**config.mk**
```make
export PLATFORM = sky130hd
export DESIGN_NAME = ota_boot_sequencer
export DESIGN_NICKNAME = d
export VERILOG_FILES = /design/src/rtl/ota_boot_sequencer.sv
export SDC_FILE = /design/constraint.sdc
export NUM_CORES = 1
export LEC_CHECK = 0
export CORE_AREA = 2 2 89 91
export CTS_CLUSTER_DIAMETER = 60
export DETAILED_ROUTE_END_ITERATION = 8
export DIE_AREA = 0 0 91 93
export GPL_TIMING_DRIVEN = 0
export HOLD_SLACK_MARGIN = 0.06
export PLACE_DENSITY = 0.78
export SYNTH_ARGS = -nofsm -noshare
export SYNTH_HDL_FRONTEND = slang
export SYNTH_SLANG_ARGS = --single-unit
```
**constraint.sdc**
```tcl
create_clock -name clk -period 2.91 [get_ports clk]
set_clock_uncertainty 0.2 [all_clocks]
set_input_delay 0.582 -clock clk [delete_from_list [all_inputs] [get_ports clk]]
set_output_delay 0.582 -clock clk [all_outputs]
set_load 0.02 [all_outputs]
```
**src/rtl/ota_boot_sequencer.sv**
```systemverilog
// OTA boot sequencer: parses a SYNC/CMD/ARG/CHK boot frame from the SPI byte
// stream, validates it, waits a programmable arm delay (abortable by any byte)
// and then fires a single-cycle multiboot trigger with the resolved slot address.
module ota_boot_sequencer #(
    parameter logic [7:0]  SYNC_BYTE    = 8'h5A,
    parameter int unsigned BYTE_TIMEOUT = 250000,
    parameter int unsigned ARM_DELAY    = 25000,
    parameter logic [31:0] SLOT_BASE    = 32'h0010_0000,
    parameter logic [31:0] SLOT_STRIDE  = 32'h0010_0000,
    parameter int unsigned NUM_SLOTS    = 3
) (
    input  logic        clk,
    input  logic        rst_n,
    input  logic [7:0]  rx_data,
    input  logic        rx_valid,
    output logic        boot_trigger,
    output logic [31:0] boot_address,
    output logic        busy,
    output logic        err_flag,
    output logic [2:0]  err_code,
    output logic [7:0]  err_count
);

    localparam int TO_W  = $clog2(BYTE_TIMEOUT + 1);
    localparam int ARM_W = $clog2(ARM_DELAY + 1);

    localparam logic [TO_W-1:0]  TO_LIMIT = TO_W'(BYTE_TIMEOUT);
    localparam logic [TO_W-1:0]  GAP_ONE  = TO_W'(1);
    localparam logic [ARM_W-1:0] ARM_LOAD = ARM_W'(ARM_DELAY - 1);
    localparam logic [ARM_W-1:0] ARM_ONE  = ARM_W'(1);
    localparam logic [ARM_W-1:0] ARM_ZERO = ARM_W'(0);

    localparam logic [7:0] CMD_BOOT  = 8'hB0;
    localparam logic [7:0] CMD_CLEAR = 8'hC1;

    localparam logic [2:0] ERR_NONE    = 3'd0;
    localparam logic [2:0] ERR_CHKSUM  = 3'd1;
    localparam logic [2:0] ERR_CMD     = 3'd2;
    localparam logic [2:0] ERR_SLOT    = 3'd3;
    localparam logic [2:0] ERR_TIMEOUT = 3'd4;
    localparam logic [2:0] ERR_ABORT   = 3'd5;

    typedef enum logic [2:0] {
        ST_IDLE    = 3'd0,
        ST_GET_CMD = 3'd1,
        ST_GET_ARG = 3'd2,
        ST_GET_CHK = 3'd3,
        ST_ARM     = 3'd4,
        ST_FIRE    = 3'd5,
        ST_LOCKED  = 3'd6
    } state_t;

    // Flash address of a slot; the product wraps at 32 bits by design.
    function automatic logic [31:0] slot_address(input logic [7:0] slot);
        return SLOT_BASE + ({24'd0, slot} * SLOT_STRIDE);
    endfunction

    state_t           state_r, next_s;
    logic [7:0]       cmd_r, arg_r;
    logic [TO_W-1:0]  gap_r;
    logic [ARM_W-1:0] arm_r;
    logic             boot_trigger_r, busy_r, err_flag_r;
    logic [31:0]      boot_address_r;
    logic [2:0]       err_code_r;
    logic [7:0]       err_count_r;

    logic             in_frame_s, timeout_s, raise_s, clear_s, accept_s;
    logic [2:0]       raise_code_s;

    assign in_frame_s = (state_r == ST_GET_CMD) || (state_r == ST_GET_ARG) ||
                        (state_r == ST_GET_CHK);
    assign timeout_s  = (gap_r == TO_LIMIT);

    // State register.
    always_ff @(posedge clk or negedge rst_n) begin
        if (!rst_n) begin
            state_r <= ST_IDLE;
        end else begin
            state_r <= next_s;
        end
    end

    // Next-state decode plus error/clear/accept strobes for the datapath.
    always_comb begin
        next_s       = state_r;
        raise_s      = 1'b0;
        raise_code_s = ERR_NONE;
        clear_s      = 1'b0;
        accept_s     = 1'b0;
        case (state_r)
            ST_IDLE: begin
                if (rx_valid && (rx_data == SYNC_BYTE)) begin
                    next_s = ST_GET_CMD;
                end else begin
                    next_s = ST_IDLE;
                end
            end
            ST_GET_CMD, ST_GET_ARG, ST_GET_CHK: begin
                // A byte landing on the timeout cycle takes precedence.
                if (rx_valid) begin
                    if (state_r == ST_GET_CMD) begin
                        next_s = ST_GET_ARG;
                    end else if (state_r == ST_GET_ARG) begin
                        next_s = ST_GET_CHK;
                    end else if (rx_data != (cmd_r ^ arg_r)) begin
                        next_s = ST_IDLE; raise_s = 1'b1; raise_code_s = ERR_CHKSUM;
                    end else if ((cmd_r != CMD_BOOT) && (cmd_r != CMD_CLEAR)) begin
                        next_s = ST_IDLE; raise_s = 1'b1; raise_code_s = ERR_CMD;
                    end else if ((cmd_r == CMD_BOOT) && ({24'd0, arg_r} >= 32'(NUM_SLOTS))) begin
                        next_s = ST_IDLE; raise_s = 1'b1; raise_code_s = ERR_SLOT;
                    end else if (cmd_r == CMD_CLEAR) begin
                        next_s = ST_IDLE; clear_s = 1'b1;
                    end else begin
                        next_s = ST_ARM; accept_s = 1'b1;
                    end
                end else if (timeout_s) begin
                    next_s = ST_IDLE; raise_s = 1'b1; raise_code_s = ERR_TIMEOUT;
                end else begin
                    next_s = state_r;
                end
            end
            ST_ARM: begin
                if (rx_valid) begin
                    next_s = ST_IDLE; raise_s = 1'b1; raise_code_s = ERR_ABORT;
                end else if (arm_r == ARM_ZERO) begin
                    next_s = ST_FIRE;
                end else begin
                    next_s = ST_ARM;
                end
            end
            ST_FIRE:   next_s = ST_LOCKED;
            ST_LOCKED: next_s = ST_LOCKED;
            default:   next_s = ST_IDLE;
        endcase
    end

    // Frame capture, inter-byte gap counter and arm countdown.
    always_ff @(posedge clk or negedge rst_n) begin
        if (!rst_n) begin
            cmd_r <= 8'd0;
            arg_r <= 8'd0;
            gap_r <= '0;
            arm_r <= '0;
        end else begin
            if ((state_r == ST_GET_CMD) && rx_valid) begin
                cmd_r <= rx_data;
            end
            if ((state_r == ST_GET_ARG) && rx_valid) begin
                arg_r <= rx_data;
            end
            if (in_frame_s && !rx_valid && !timeout_s) begin
                gap_r <= gap_r + GAP_ONE;
            end else begin
                gap_r <= '0;
            end
            if (accept_s) begin
                arm_r <= ARM_LOAD;
            end else if ((state_r == ST_ARM) && (arm_r != ARM_ZERO)) begin
                arm_r <= arm_r - ARM_ONE;
            end
        end
    end

    // Registered outputs: trigger, address, busy and the sticky error block.
    always_ff @(posedge clk or negedge rst_n) begin
        if (!rst_n) begin
            boot_trigger_r <= 1'b0;
            boot_address_r <= 32'd0;
            busy_r         <= 1'b0;
            err_flag_r     <= 1'b0;
            err_code_r     <= ERR_NONE;
            err_count_r    <= 8'd0;
        end else begin
            boot_trigger_r <= (state_r == ST_FIRE);
            busy_r         <= (next_s != ST_IDLE);
            if (accept_s) begin
                boot_address_r <= slot_address(arg_r);
            end
            if (raise_s) begin
                err_flag_r  <= 1'b1;
                err_code_r  <= raise_code_s;
                err_count_r <= (err_count_r == 8'd255) ? 8'd255 : err_count_r + 8'd1;
            end else if (clear_s) begin
                err_flag_r  <= 1'b0;
                err_code_r  <= ERR_NONE;
                err_count_r <= 8'd0;
            end
        end
    end

    assign boot_trigger = boot_trigger_r;
    assign boot_address = boot_address_r;
    assign busy         = busy_r;
    assign err_flag     = err_flag_r;
    assign err_code     = err_code_r;
    assign err_count    = err_count_r;

endmodule

```
==> flow_summary_export.csv, run 1 <==
group,metric,value,unit
worst_setup_path,critPathKind,"in -> reg",
detailed_routing,drt-initial-drc-count,133,
sta,hold-worst-slack,278,ps
synthesis,syn-cell-area,3970,µm²
clock_tree,insertion_delay_of_the_later_clocked_pin_in_the_worst_skew_pair,350,ps
place,gp_congestion,0.920,
detailed_routing,met1_routed_length,3430,µm
worst_hold_path,min-delay-path-class,"reg -> reg",
detailed_routing,detailedRoute.firstPassIterationCount,4,
synthesis,synth_seq_cells,75,
place,dpl-instance-area,4540,µm²
clock_tree,clk_path_buf_depth,2,
place,dp_hpwl,5570,µm
synthesis,synth-async-reset-ratio,100,%
worst_setup_path,cp_data_arrival_time,2840,ps
synthesis,synth_enable_flop_cells,0,
die,fp.coreArea,7530,µm²
global_route,antenna_violations_before_repair,0,
worst_setup_path,reg_to_reg_slack_setup,280,ps
clock_tree,clock_sink_count,75,
sta,finalSetupTns,0,ps
global_route,largest_net_degree_at_the_start_of_global_routing,58,
clock_tree,postCtsSetupBuffers,0,
power,power.switching_fraction,32.2,%
finish,fillers,600,
place,io_buffers,33,
sta,slew_headroom,52.8,%
finish,drive_gt1_share,17.7,%
synthesis,postSynthAreaPerCell,10.6,µm²
sta,tightest_slew,702,ps
power,comb_power_share,30.6,%
power,power.density_cell_area,678,nW/µm²
worst_setup_path,number_of_cell_instances_on_the_worst_register_to_register_path,8,
synthesis,post_synth_inst_count,376,
clock_tree,clkSlewWorstSetupHoldPaths,80,ps
power,cell_internal_pwr,2.18,mW
power,seq_power_share,44.7,%
detailed_routing,dr.max_layer_used,"met4",
power,net-switching-power,1.04,mW
global_route,globalRouteOverflowTotal,0,
worst_setup_path,path_max_fanout,8,
die,die_height,93,µm
synthesis,library_cells_used_by_synthesis,56,
power,pwr-share-clk,24.7,%
finish,synthToLayoutAreaGrowth,19.6,%
sta,fin_crit,2790,ps
finish,layout_common_cells,"sky130_fd_sc_hd__dfrtp_1 (75), sky130_fd_sc_hd__nor2_1 (46), sky130_fd_sc_hd__clkdlybuf4s50_1 (32)",
sta,max_clock_freq,358,MHz
clock_tree,ctsHtreeMaxLevel,3,
finish,fin_area,4750,µm²
detailed_routing,remaining_drc_errors,0,
clock_tree,cts.root.buffer_cell,"sky130_fd_sc_hd__clkbuf_8",
place,post-place-cells,534,
detailed_routing,finalWirelength,7520,µm
global_route,wire_length_of_the_first_global_routing_pass,12900,µm
synthesis,seq_area_frac_synth,47.2,%
power,static-leakage-power,2.02,nW
clock_tree,number_of_clock_buffers_inserted_by_tritoncts,9,
die,fp-row-count,32,
detailed_routing,routed_wire_length_per_instance,13.7,µm
die,io_pins,57,
detailed_routing,viasPerCell,5.31,
detailed_routing,met3_wirelength,285,µm
worst_setup_path,crit_path_start_kind,"input pin",
worst_setup_path,critPathRequiredTime,2950,ps
worst_setup_path,crit_path_end_kind,"register",
finish,layout.cells.most_common,"sky130_fd_sc_hd__dfrtp_1",
flow_run,max_cap_viol_count,0,
finish,antenna-diode-count,0,
sta,min_period_over_period,95.9,%
detailed_routing,met2WireLength,3690,µm
sta,maxSlewViolCount,0,
detailed_routing,antenna_violation_net_count_after_detailed_routing,0,
worst_hold_path,holdPathStages,1,
sta,rsz0062_at_grt,"yes",
synthesis,synth.yosys.warnings,0,
global_route,grt_usage,18.8,%
finish,layout.cells.non_filler,549,
sta,hold_violations,0,
finish,layout_net_count,459,
global_route,grt_pass1_vias,2876,
detailed_routing,via_count,2914,
die,chipWidth,91,µm
status,run_status,"finished, final reports clean",
sta,finalSetupViolCount,0,
die,initial_core_util,52.8,%
clock_tree,cts_tree,"yes",
die,die_area,8460,µm²
synthesis,synth-main-ff-cell,"sky130_fd_sc_hd__dfrtp_1",
power,power.ir.vdd_worst,270,µV
[metrics by stage]
stage / total power [mW] / worst slack, ps / utilization [%]
finish: 3.22 / 119 / 63.1
CTS: 3.23 / 18.5 / 63.0
floorplan: 2.12 / 463 / -
detailed placement: 2.44 / -365 / 60.3
global route: 3.39 / -43.5 / 63.1
global placement: 2.40 / -1540 / 60.0
[cell families (layout without fill, tap and decap cells)]
group	count (synthesis)	count (layout)	share of synthesized area (%)
buffers and inverters	46	95	6.83
AND/OR/NAND/NOR	160	160	22.3
adder cells (fa/ha/maj)	5	5	1.57
XOR/XNOR	35	35	10.5
AO/OA/AOI/OAI	38	38	6.99
multiplexers	16	16	4.53
flip-flops	75	75	47.2
other	1	23	0.0944
[worst max-delay path: stages]
cell                              delay, ps
sky130_fd_sc_hd__clkdlybuf4s50_1        490
sky130_fd_sc_hd__xnor3_1                410
sky130_fd_sc_hd__nand4_1                180
sky130_fd_sc_hd__o31ai_2                440
sky130_fd_sc_hd__and2_1                 180
sky130_fd_sc_hd__buf_2                  200
sky130_fd_sc_hd__nor4b_2                 80
sky130_fd_sc_hd__a2111oi_2              270
[metal layers]
| layer | vias to the layer above | GRT usage (%) |
|---|---|---|
| met5 | - | 0 |
| met4 | 0 | 7.95 |
| met3 | 10 | 3.14 |
| met2 | 62 | 31.7 |
| met1 | 1442 | 24.2 |
| li1 | 1400 | - |
[power groups by stage]
stage	combinational [mW]	sequential, mW	clock [mW]
3_3_place_gp	0.953	1.45	0
3_5_place_dp	0.986	1.45	0
2_1_floorplan	0.650	1.47	0
5_1_grt	1.07	1.48	0.844
4_1_cts	0.992	1.44	0.804
6_report	0.986	1.44	0.795
[synthesized netlist by cell type (2+ instances only)]
library cell                 n  area [µm²]
sky130_fd_sc_hd__dfrtp_1    75        1880
sky130_fd_sc_hd__nor2_1     46         173
sky130_fd_sc_hd__nand2_1    30         113
sky130_fd_sc_hd__buf_4      23         173
sky130_fd_sc_hd__inv_1      16        60.1
sky130_fd_sc_hd__mux2_2     16         180
sky130_fd_sc_hd__xnor2_1    15         131
sky130_fd_sc_hd__xor2_1     12         105
sky130_fd_sc_hd__nand3_1    11        55.1
sky130_fd_sc_hd__and2_1      9        56.3
sky130_fd_sc_hd__nand4_1     9        56.3
sky130_fd_sc_hd__nor3_1      8        40.0
sky130_fd_sc_hd__nor4_1      8        50.1
sky130_fd_sc_hd__xnor3_1     8         180
sky130_fd_sc_hd__a21oi_1     7        35.0
sky130_fd_sc_hd__o21ai_0     7        35.0
sky130_fd_sc_hd__and3_1      5        31.3
sky130_fd_sc_hd__ha_1        5        62.6
sky130_fd_sc_hd__a31oi_1     4        25.0
sky130_fd_sc_hd__buf_2       4        20.0
sky130_fd_sc_hd__o22ai_1     4        25.0
sky130_fd_sc_hd__or3_1       4        25.0
sky130_fd_sc_hd__or4_1       4        30.0
sky130_fd_sc_hd__nand2b_1    3        18.8
sky130_fd_sc_hd__nand3b_1    3        22.5
sky130_fd_sc_hd__nor4bb_1    3        30.0
sky130_fd_sc_hd__a2111oi_2   2        30.0
sky130_fd_sc_hd__and4_1      2        17.5
sky130_fd_sc_hd__clkbuf_1    2        7.51
sky130_fd_sc_hd__nand4bb_1   2        22.5
sky130_fd_sc_hd__nor4b_2     2        30.0
sky130_fd_sc_hd__o21a_1      2        15.0
sky130_fd_sc_hd__or2_2       2        12.5
[final cells by class]
class | count | area, µm² | share of cell area [%]
timing repair buffer | 35 | 365 | 7.69
multi-input combinational | 277 | 1920 | 40.4
inverter | 16 | 60.1 | 1.26
tap | 102 | 128 | 2.68
clock buffer | 10 | 138 | 2.90
clock inverter | 5 | 53.8 | 1.13
buffer | 29 | 210 | 4.42
sequential | 75 | 1880 | 39.5
[state kept, by name, summed over array words and instances, names as in the netlist]
register and count:
gap_r 18, arm_r 15, boot_address 9, arg_r 8
cmd_r 8, err_count 8, err_code 3, state_r 3
boot_trigger 1, busy 1, err_flag 1
[final timing paths]
| path | start | endpoint |
|---|---|---|
| min in group asynchronous | rst_n | gap_r[5] |
| worst min-delay path | gap_r[0] | gap_r[0] |
| worst max-delay path | rx_data[7] | err_count[4] |
| worst min register to register | gap_r[0] | gap_r[0] |
| worst max register to register | arg_r[0] | err_count[4] |
| max in group asynchronous | rst_n | gap_r[10] |
[what timing repair did]
| action | in CTS | in global routing |
|---|---|---|
| hold endpoints to repair | 18 | 0 |
| resized for setup | 1 | 3 |
| pin swaps | 0 | 1 |
| setup endpoints to repair | 1 | 10 |
| hold buffers | 1 | 0 |
Note: power is estimated with default switching activity, not from simulation.
==> inputs of run 2 (changes only) <==
- CTS_CLUSTER_DIAMETER: 60 -> unset
==> results of run 2 <==
The final DEF is identical to that of run 1; final timing and power are the same.
==> inputs of run 3 (changes only) <==
- ABC_AREA: unset -> 0
==> results of run 3 <==
The final DEF is identical to that of run 1; final timing and power are the same.
